### src/rtl/uart_pkg.sv
// Shared UART definitions: receiver FSM states and default line/clock settings
// used by uart_tx, uart_rx and their benches.
package uart_pkg;

    typedef enum logic [2:0] {
        IDLE,
        START,
        DATA,
        STOP,
        WAIT_HI
    } state_t;

    localparam int DEF_CLK_FREQ   = 100_000_000;
    localparam int DEF_BAUD       = 9600;
    localparam int DEF_OVERSAMPLE = 16;
    localparam int DEF_DATA_BITS  = 8;

endpackage

### src/rtl/uart_rx_if.sv
// Parallel-side bundle of the UART receiver: received byte, strobes, busy flag
// and the FSM state for observation.
interface uart_rx_if #(
    parameter int DATA_BITS = 8
);
    import uart_pkg::*;

    // rx_done is a valid-only strobe with no ready: rx_data is valid in the cycle
    // rx_done is high and holds until the next good frame, so the consumer never stalls us.
    logic [DATA_BITS-1:0] rx_data;
    logic                 rx_done;
    logic                 rx_busy;
    logic                 frame_err;
    state_t               state;

    modport master (
        output rx_data,
        output rx_done,
        output rx_busy,
        output frame_err,
        output state
    );

    modport slave (
        input rx_data,
        input rx_done,
        input rx_busy,
        input frame_err,
        input state
    );

endinterface

### src/rtl/baud_tick_gen.sv
// Oversampling tick generator: one-clk tick every CLK_FREQ/(BAUD*OVERSAMPLE) clocks,
// restartable through clr so the tick phase can follow an external edge.
module baud_tick_gen #(
    parameter int CLK_FREQ   = 100_000_000,
    parameter int BAUD       = 9600,
    parameter int OVERSAMPLE = 16
) (
    input  logic clk,
    input  logic reset,
    input  logic clr,
    output logic tick
);

    localparam int DIV = CLK_FREQ / (BAUD * OVERSAMPLE);
    localparam int CW  = (DIV > 1) ? $clog2(DIV) : 1;
    localparam logic [CW-1:0] LAST = CW'(DIV - 1);

    logic [CW-1:0] cnt;

    always_ff @(posedge clk) begin
        if (reset || clr) begin
            cnt <= '0;
        end else if (cnt == LAST) begin
            cnt <= '0;
        end else begin
            cnt <= cnt + CW'(1);
        end
    end

    assign tick = (cnt == LAST);

endmodule

### src/rtl/uart_rx.sv
// 8N1-style UART receiver: synchronizes rx, oversamples each bit, takes a 3-sample
// majority vote mid-bit and delivers framed bytes with one-clk done/error strobes.
module uart_rx import uart_pkg::*; #(
    parameter int CLK_FREQ   = DEF_CLK_FREQ,
    parameter int BAUD       = DEF_BAUD,
    parameter int OVERSAMPLE = DEF_OVERSAMPLE,
    parameter int DATA_BITS  = DEF_DATA_BITS
) (
    input  logic      clk,
    input  logic      reset,
    input  logic      rx,
    uart_rx_if.master bus
);

    localparam int M  = OVERSAMPLE / 2;
    localparam int SW = $clog2(OVERSAMPLE);
    localparam int BW = $clog2(DATA_BITS + 1);
    localparam logic [SW-1:0] S_LO   = SW'(M - 1);
    localparam logic [SW-1:0] S_MID  = SW'(M);
    localparam logic [SW-1:0] S_HI   = SW'(M + 1);
    localparam logic [SW-1:0] S_LAST = SW'(OVERSAMPLE - 1);
    localparam logic [BW-1:0] B_LAST = BW'(DATA_BITS - 1);

    state_t               state, next;
    logic                 rx_meta, rx_s;
    logic                 tick, clr, decide, maj;
    logic [SW-1:0]        s;
    logic [BW-1:0]        bcnt;
    logic [1:0]           votes;
    logic [DATA_BITS-1:0] shift, data_q;
    logic                 done_q, err_q;

    // Synchronizer resets to the idle level so reset never looks like a start edge.
    always_ff @(posedge clk) begin
        if (reset) begin
            rx_meta <= 1'b1;
            rx_s    <= 1'b1;
        end else begin
            rx_meta <= rx;
            rx_s    <= rx_meta;
        end
    end

    assign clr = (state == IDLE) && !rx_s;

    baud_tick_gen #(
        .CLK_FREQ  (CLK_FREQ),
        .BAUD      (BAUD),
        .OVERSAMPLE(OVERSAMPLE)
    ) u_tick (
        .clk  (clk),
        .reset(reset),
        .clr  (clr),
        .tick (tick)
    );

    assign decide = tick && (s == S_HI) &&
                    ((state == START) || (state == DATA) || (state == STOP));
    assign maj    = (votes[0] & votes[1]) | (votes[0] & rx_s) | (votes[1] & rx_s);

    always_ff @(posedge clk) begin
        if (reset) begin
            state <= IDLE;
        end else begin
            state <= next;
        end
    end

    always_comb begin
        next = state;
        unique case (state)
            IDLE:    if (!rx_s) next = START;
            START:   if (decide) next = maj ? IDLE : DATA;
            DATA:    if (decide && (bcnt == B_LAST)) next = STOP;
            STOP:    if (decide) next = maj ? IDLE : WAIT_HI;
            WAIT_HI: if (rx_s) next = IDLE;
            default: next = IDLE;
        endcase
    end

    always_ff @(posedge clk) begin
        if (reset) begin
            s      <= '0;
            bcnt   <= '0;
            votes  <= '0;
            shift  <= '0;
            data_q <= '0;
            done_q <= 1'b0;
            err_q  <= 1'b0;
        end else begin
            done_q <= 1'b0;
            err_q  <= 1'b0;
            if (state == IDLE) begin
                s    <= '0;
                bcnt <= '0;
            end else if (tick) begin
                s <= (s == S_LAST) ? '0 : s + SW'(1);
                if (s == S_LO)  votes[0] <= rx_s;
                if (s == S_MID) votes[1] <= rx_s;
            end
            if (decide) begin
                case (state)
                    DATA: begin
                        shift <= {maj, shift[DATA_BITS-1:1]};
                        bcnt  <= bcnt + BW'(1);
                    end
                    STOP: begin
                        if (maj) begin
                            data_q <= shift;
                            done_q <= 1'b1;
                        end else begin
                            err_q <= 1'b1;
                        end
                    end
                    default: ;
                endcase
            end
        end
    end

    assign bus.rx_data   = data_q;
    assign bus.rx_done   = done_q;
    assign bus.frame_err = err_q;
    assign bus.rx_busy   = (state != IDLE);
    assign bus.state     = state;

endmodule

### src/flat_wrapper.sv
// flat-port wrapper written by rule: the top's interface ports become plain ports
module uart_rx_flat import uart_pkg::*;
#(
    parameter int CLK_FREQ   = DEF_CLK_FREQ,
    parameter int BAUD       = DEF_BAUD,
    parameter int OVERSAMPLE = DEF_OVERSAMPLE,
    parameter int DATA_BITS  = DEF_DATA_BITS
)
  (clk, reset, rx, bus_rx_data, bus_rx_done, bus_rx_busy, bus_frame_err, bus_state);
  uart_rx_if #(.DATA_BITS(DATA_BITS)) bus_i ();
  input  logic clk;
  input  logic reset;
  input  logic rx;
  output wire logic [$bits(bus_i.rx_data)-1:0] bus_rx_data;
  output wire logic [$bits(bus_i.rx_done)-1:0] bus_rx_done;
  output wire logic [$bits(bus_i.rx_busy)-1:0] bus_rx_busy;
  output wire logic [$bits(bus_i.frame_err)-1:0] bus_frame_err;
  output wire logic [$bits(bus_i.state)-1:0] bus_state;
  assign bus_rx_data = bus_i.rx_data;
  assign bus_rx_done = bus_i.rx_done;
  assign bus_rx_busy = bus_i.rx_busy;
  assign bus_frame_err = bus_i.frame_err;
  assign bus_state = bus_i.state;
  uart_rx #(.CLK_FREQ(CLK_FREQ), .BAUD(BAUD), .OVERSAMPLE(OVERSAMPLE), .DATA_BITS(DATA_BITS)) u_core (.clk(clk), .reset(reset), .rx(rx), .bus(bus_i));
endmodule
### config.mk
export PLATFORM = sky130hd
export DESIGN_NAME = uart_rx_flat
export DESIGN_NICKNAME = d
export VERILOG_FILES = /design/src/rtl/uart_pkg.sv /design/src/rtl/uart_rx_if.sv /design/src/rtl/baud_tick_gen.sv /design/src/rtl/uart_rx.sv /design/src/flat_wrapper.sv
export SDC_FILE = /design/constraint.sdc
export NUM_CORES = 1
export LEC_CHECK = 0
export BUFFER_PORTS_ARGS = -buffer_cell sky130_fd_sc_hd__clkbuf_2
export CORE_ASPECT_RATIO = 1.25
export CORE_MARGIN = 2
export CORE_UTILIZATION = 40
export DETAILED_ROUTE_END_ITERATION = 12
export MAX_ROUTING_LAYER = met4
export PLACE_DENSITY = 0.6
export SETUP_SLACK_MARGIN = 0.3
export SLEW_MARGIN = 40
export SYNTH_ARGS = -nofsm -noshare
export SYNTH_HDL_FRONTEND = slang
export SYNTH_SLANG_ARGS = --single-unit
### constraint.sdc
create_clock -name clk -period 1.9 [get_ports clk]
set_input_delay 0.095 -clock clk [delete_from_list [all_inputs] [get_ports clk]]
set_output_delay 0.095 -clock clk [all_outputs]
set_load 0.005 [all_outputs]
==> results of run 1 <==
-- registers in the layout, summed over array words and instances, names as in the netlist --
signal and count:
u_core.bcnt 4, u_core.bus.frame_err 1, u_core.bus.rx_data 8, u_core.bus.rx_done 1, u_core.bus.state 3, u_core.rx_meta 1
u_core.rx_s 1, u_core.s 4, u_core.shift 8, u_core.u_tick.cnt 10, u_core.votes 2
-- worst max-delay path, delay by kind of cell (launching register included) --
| kind | cells | cell delay, ps |
|---|---|---|
| AND/OR/NAND/NOR | 3 | 940 |
| AO/OA/AOI/OAI | 1 | 70 |
| adder cells (fa/ha/maj) | 1 | 130 |
| flip-flops | 1 | 370 |
-- power groups by stage --
stage / logic (uW) / clock network (uW) / registers, uW
final: 72.5 / 572 / 917
after global placement: 62.8 / 0 / 937
after global routing: 79.9 / 626 / 919
after CTS: 73.1 / 588 / 918
after detailed placement: 63.1 / 0 / 938
after floorplan: 41.4 / 0 / 936
-- repair_timing --
item | in CTS | in global routing
hold buffers | 1 | 0
pin swaps | 4 | 7
gates cloned | 1 | 0
hold endpoints to repair | 1 | 0
setup buffers | 3 | 2
gates resized for setup | 16 | 7
setup endpoints to repair | 24 | 28
-- per-stage QoR --
stage	power [uW]	worst slack, ps	hold slack (ps)	std cells
floorplan	977	309	199	200
global placement	1000	133	280	279
detailed placement	1000	112	292	279
CTS	1580	299	138	292
global route	1620	213	157	294
finish	1560	295	142	294
-- layer usage --
| layer | share of wire [%] | vias to the layer above | wire [um] |
|---|---|---|---|
| met5 | 0 | - | 0 |
| met4 | 1.2 | 0 | 46 |
| met3 | 2.7 | 5 | 100 |
| met1 | 48 | 695 | 1810 |
| met2 | 48 | 15 | 1810 |
| li1 | - | 764 | - |
-- layout make-up --
| cell class | count | area [um2] | area share, % |
|---|---|---|---|
| Clock inverter | 2 | 12.5 | 0.522 |
| Clock buffer | 6 | 72.6 | 3.03 |
| Multi-Input combinational cell | 140 | 1100 | 46.0 |
| Timing Repair Buffer | 32 | 223 | 9.30 |
| Sequential cell | 43 | 868 | 36.3 |
| Inverter | 11 | 41.3 | 1.72 |
| Tap cell | 60 | 75.1 | 3.13 |
-- cells in the final DEF, fill, tap and decap left out, types with 2 or more instances in the layout --
cell type	count
and3_1	2
o211ai_1	4
and2_1	3
nand3_1	4
nor2_1	15
nand2_1	9
xor2_1	7
xnor2_1	2
clkbuf_2	16
ha_1	5
a21oi_1	3
dfxtp_1	37
o21ai_0	5
nand4_1	4
inv_1	9
dfxtp_2	6
mux2i_1	19
buf_4	12
inv_2	2
clkbuf_8	5
and4_1	2
or4_1	3
nor3_2	2
or2_2	4
nand2b_1	20
buf_6	2
-- cells by family after synthesis --
kind of cell | share of synthesized area [%]
and+or+nand+nor | 27.5
DFF | 43.8
buffers and inverters | 4.02
muxes | 9.69
AOI/OAI and AO/OA | 6.63
adders and majority gates | 4.33
xor gates and xnor gates | 4.02
-- path summary, 6_finish.rpt --
path	startpoint	endpoint	depth (start not counted)
max	u_core.u_tick.cnt[1]$_SDFF_PP0_	u_core.bcnt[1]$_SDFF_PP0_	5
min	reset	u_core.s[0]$_SDFFE_PP0P_	3
max reg2reg	u_core.u_tick.cnt[1]$_SDFF_PP0_	u_core.bcnt[1]$_SDFF_PP0_	5
min reg2reg	u_core.rx_meta$_SDFF_PP1_	u_core.rx_s$_SDFF_PP1_	1
==> impl_metrics.csv, run 1 <==
group,metric,value,unit
run_status,status,"finished clean",
clock_network,numCtsBuffers,5,
global_routing,grt_use_met3,4.07,%
setup_path,cpMaxStageDelayCell,"or4b_1",
global_routing,grt_pass1_vias,1403,
timing,maxSlewViolCount,0,
final_layout,final_nets,242,
clock_network,cts.path.max_buffers,2,
global_routing,antenna_found_initial,0,
timing,rsz0062_at_grt,"true",
clock_network,clkTransAtPathRegs,80,ps
synth,yosys_warnings,0,
power,pwr-share-clk,36.6,%
die,core,4730,um2
detailed_routing,drt_wl_total,3770,um
power,swShare,23.2,%
clock_network,clk_latency,290,ps
clock_network,cts_tree,"built",
setup_path,required,2100,ps
final_layout,antennaDiodeCount,0,
timing,finClkSkew,4.79,ps
global_routing,grt_util_met1,19.2,%
timing,fin_crit_sh,84.5,%
power,combPwrFrac,4.6,%
final_layout,fin_area,2390,um2
timing,finalCriticalPeriod,1610,ps
timing,worst_slew_pin_slew,362,ps
job,cap_violations,0,
final_layout,final_layout_size_suffix_gt1_share,28.2,%
final_layout,utilization,50.6,%
detailed_routing,drt_iter0_markers,25,
setup_path,cp-start-kind,"flop",
detailed_routing,vias_per_cell,5.03,
synth,synth_seq_cells,43,
synth,synth_edf_count,0,
power,power_frac_seq,58.7,%
setup_path,r2r_slack,290,ps
synth,syn-num-nets,209,
synth,synth_top_area_cell,"dfxtp_1",
power,p_int,1200,uW
power,p_sw,362,uW
place,placed_area,2160,um2
setup_path,cp-end-kind,"flop",
global_routing,grt-busiest-layer,"met2",
place,io_buffer_count,16,
power,power.leakage,0.000929,uW
synth,synth_common_cells,"43 x dfxtp_1, 20 x nand2b_1, 19 x mux2i_1",
place,gp_congestion,0.812,
die,pin_count,17,
setup_path,cp.arrival,1800,ps
detailed_routing,vias,1479,
synth,synthCells,200,
clock_network,cts-root-buf,"clkbuf_8",
global_routing,grt_usage,16.0,%
die,fp-row-count,28,
detailed_routing,wl_per_cell,12.8,um
synth,seq_area_frac_synth,43.8,%
setup_path,critPathMaxFanout,5,
synth,synth.distinct_cells,45,
detailed_routing,drt_pass1_iterations,4,
place,hpwl,2570,um
clock_network,clock_sinks,43,
timing,setup_violations,0,
final_layout,area_growth,22.0,%
worst_hold_path,min_path_type,"input port to flop",
power,max-vdd-ir-drop,0.408,mV
detailed_routing,route.detailed.drc,0,
die,die_w,66.7,um
timing,hold_viol,0,
timing,fmax,623,MHz
die,start_util,41.5,%
setup_path,critPathKind,"flop to flop",
clock_network,htree_levels,2,
synth,synthFlopType,"dfxtp_1",
setup_path,crit_chain,"ha_4 -> and4bb_4 -> nand4_4 -> or4b_1 -> o41ai_1",
synth,yosysMostFrequentCell,"dfxtp_1",
synth,synth_async_sr_flop_share,0,%
timing,relSlewSlack,75.8,%
global_routing,grt-ovfl-total,0,
global_routing,grt_pass1_wl,6530,um
synth,synth_top_cell_area_share,43.8,%
die,dieArea,5490,um2
detailed_routing,postRouteAntennaNets,0,
timing,tns,0,ps
setup_path,critical-path-max-stage-delay,490,ps
synth,synth_area_per_cell,9.82,um2
power,powerDensity,652,nW/um2
synth,synth_area,1960,um2
final_layout,fill_cells,470,
die,die_h,82.3,um
global_routing,grtUsageMet2,26.0,%
synth,synth_area_leaders,"dfxtp_1 44%, mux2i_1 9.7%, nand2b_1 6.4%",
global_routing,grt_max_degree,34,
No activity file was read; power rests on OpenSTA's default activity.
==> inputs of run 2 (changes only) <==
--- a/config.mk
+++ b/config.mk
@@ -11,7 +11,7 @@
 export CORE_UTILIZATION = 40
 export DETAILED_ROUTE_END_ITERATION = 12
 export MAX_ROUTING_LAYER = met4
-export PLACE_DENSITY = 0.6
+export PLACE_DENSITY = 0.62
 export SETUP_SLACK_MARGIN = 0.3
 export SLEW_MARGIN = 40
 export SYNTH_ARGS = -nofsm -noshare
==> constraint.sdc (replaced) <==
create_clock -name clk -period 1.4 [get_ports clk]
set_input_delay 0.07 -clock clk [delete_from_list [all_inputs] [get_ports clk]]
set_output_delay 0.07 -clock clk [all_outputs]
set_load 0.005 [all_outputs]
==> run 2 against run 1 <==
  * The run now ends with setup timing left
  * Critical path depth increased by 1
  * Maximum frequency decreased by 0.34%
  * Clock power increased by 37%
  * Critical path type unchanged
  * Critical endpoint unchanged
==> impl_metrics.csv, run 2 (synthesis gave the netlist of run 1 again) <==
group,metric,value,unit
timing,relSlewSlack,80.7,%
final_layout,most-common-layout-cells,"37 x dfxtp_1, 35 x buf_4, 20 x nand2b_1, 19 x mux2i_1",
worst_hold_path,min_path_type,"input port to flop",
die,pin_count,17,
power,power,2160,uW
clock_network,htree_levels,2,
final_layout,fin_area,2700,um2
place,hpwl,2910,um
die,die_w,66.7,um
power,swShare,23.6,%
setup_path,critical-path-max-stage-delay,540,ps
place,gp_congestion,0.809,
global_routing,grt-ovfl-total,0,
detailed_routing,drt_iter0_markers,22,
clock_network,clk_latency,300,ps
global_routing,grt_pass1_vias,1510,
power,combPwrFrac,6.0,%
power,power.leakage,0.00111,uW
global_routing,antenna_found_initial,0,
clock_network,clock_sinks,43,
worst_hold_path,min_from,"reset",
timing,maxSlewViolCount,0,
power,p_sw,509,uW
final_layout,fill_cells,431,
detailed_routing,wl_per_cell,12.5,um
final_layout,area_growth,37.3,%
worst_hold_path,whs_endpoint,"u_core.bus.rx_data[6]$_SDFFE_PP0P_",
global_routing,grt_pass1_wl,6890,um
final_layout,largest_reg_flops,10,
worst_hold_path,hold_depth,3,
place,dp_cells,308,
setup_path,cp-end-kind,"flop",
power,power_frac_seq,57.6,%
setup_path,critPathMaxFanout,6,
detailed_routing,vias_per_cell,4.91,
final_layout,seq_area,873,um2
die,dieArea,5490,um2
run_status,violations,"setup timing",
detailed_routing,drt_pass1_iterations,4,
timing,fin_crit_sh,115,%
timing,worst_slew_pin_slew,290,ps
final_layout,multi_input_area,1150,um2
timing,fmax,621,MHz
detailed_routing,postRouteAntennaNets,0,
job,cap_violations,0,
die,die_h,82.3,um
final_layout,layout.cells.non_filler,322,
setup_path,critPathKind,"flop to flop",
detailed_routing,vias,1582,
setup_path,cpMaxStageDelayCell,"or4b_4",
setup_path,r2r_slack,-210,ps
run_status,status,"complete, but fails checks",
final_layout,utilization,57.0,%
die,fp-row-count,28,
clock_network,numCtsBuffers,5,
timing,tns,-3560,ps
die,core,4730,um2
timing,rsz0062_at_grt,"true",
power,powerDensity,800,nW/um2
final_layout,top_register,"u_core.u_tick.cnt",
final_layout,final_layout_size_suffix_gt1_share,39.7,%
clock_network,cts.path.max_buffers,2,
final_layout,final_nets,270,
final_layout,antennaDiodeCount,0,
setup_path,r2r_start,"u_core.s[1]$_SDFFE_PP0P_",
timing,finClkSkew,3.48,ps
power,p_int,1650,uW
power,pwr-share-clk,36.4,%
setup_path,cp-start-kind,"flop",
clock_network,clkTransAtPathRegs,80,ps
detailed_routing,drt_wl_total,4040,um
place,io_buffer_count,16,
clock_network,cts_tree,"built",
timing,setup_ws,-211,ps
place,placed_area,2390,um2
setup_path,required,1600,ps
timing,setup_violations,29,
setup_path,crit_chain,"inv_2 -> ha_2 -> and3b_2 -> nand4_4 -> or4b_4 -> o41ai_2",
power,max-vdd-ir-drop,0.573,mV
setup_path,cp.arrival,1810,ps
timing,finalCriticalPeriod,1610,ps
final_layout,mostFrequentLayoutCell,"dfxtp_1",
setup_path,reg2reg_depth,6,
detailed_routing,route.detailed.drc,0,
timing,hold_viol,0,
global_routing,grt_usage,16.9,%
die,start_util,41.5,%
clock_network,cts-root-buf,"clkbuf_8",
setup_path,reg2reg_to,"u_core.bcnt[1]$_SDFF_PP0_",
global_routing,grt_max_degree,16,
==> run 2: what timing repair did <==
action	4_1_cts	5_1_grt
buffers inserted	3	2
setup endpoints to repair	42	43
hold endpoints to repair	1	0
resized for setup	33	12
hold buffers	1	0
pin swaps	14	6
==> run 2: worst max path at each step <==
stage | start | end | depth (start not counted)
after floorplan | u_core.u_tick.cnt[0]$_SDFF_PP0_ | u_core.bcnt[3]$_SDFF_PP0_ | 7
after global placement | u_core.u_tick.cnt[0]$_SDFF_PP0_ | u_core.votes[0]$_SDFFE_PP0P_ | 7
after detailed placement | u_core.u_tick.cnt[0]$_SDFF_PP0_ | u_core.votes[0]$_SDFFE_PP0P_ | 7
after CTS | u_core.u_tick.cnt[0]$_SDFF_PP0_ | u_core.bcnt[1]$_SDFF_PP0_ | 6
after global routing | u_core.s[1]$_SDFFE_PP0P_ | u_core.bus.rx_data[5]$_SDFFE_PP0P_ | 8
final | u_core.s[1]$_SDFFE_PP0P_ | u_core.bcnt[1]$_SDFF_PP0_ | 6
==> run 2: layer usage <==
metal	wire length, um	share of wire, %	GRT usage [%]
met1	1800	45	19.6
met5	0	0	-
met3	110	2.7	4.07
met4	55	1.4	5.51
met2	2070	51	28.6
==> run 2: final cells by class <==
class	count	area share [%]
multi-input combinational	139	42.7
sequential	43	32.4
timing repair buffer	61	17.4
tap	60	2.78
clock buffer	6	2.69
inverter	11	1.53
clock inverter	2	0.464
==> run 2: per-stage QoR <==
stage / hold WS (ps) / setup WS [ps]
after floorplan: 174 / -175
after global placement: 260 / -195
after detailed placement: 263 / -232
after CTS: 103 / -196
after global routing: 151 / -256
final: 101 / -211
==> run 2: power groups by stage <==
| stage | Sequential, uW | Combinational, uW | Clock (uW) |
|---|---|---|---|
| after floorplan | 1270 | 58.4 | 0 |
| after global placement | 1270 | 104 | 0 |
| after detailed placement | 1270 | 105 | 0 |
| after CTS | 1240 | 125 | 809 |
| after global routing | 1240 | 144 | 874 |
| final | 1240 | 130 | 785 |
==> run 2: worst max-delay path: cells and delay by family (launching register included) <==
kind | cells | cell delay [ps]
fa+ha+maj | 1 | 150
flops | 1 | 330
buf+inv | 1 | 50
compound gates | 1 | 60
simple gates | 3 | 910
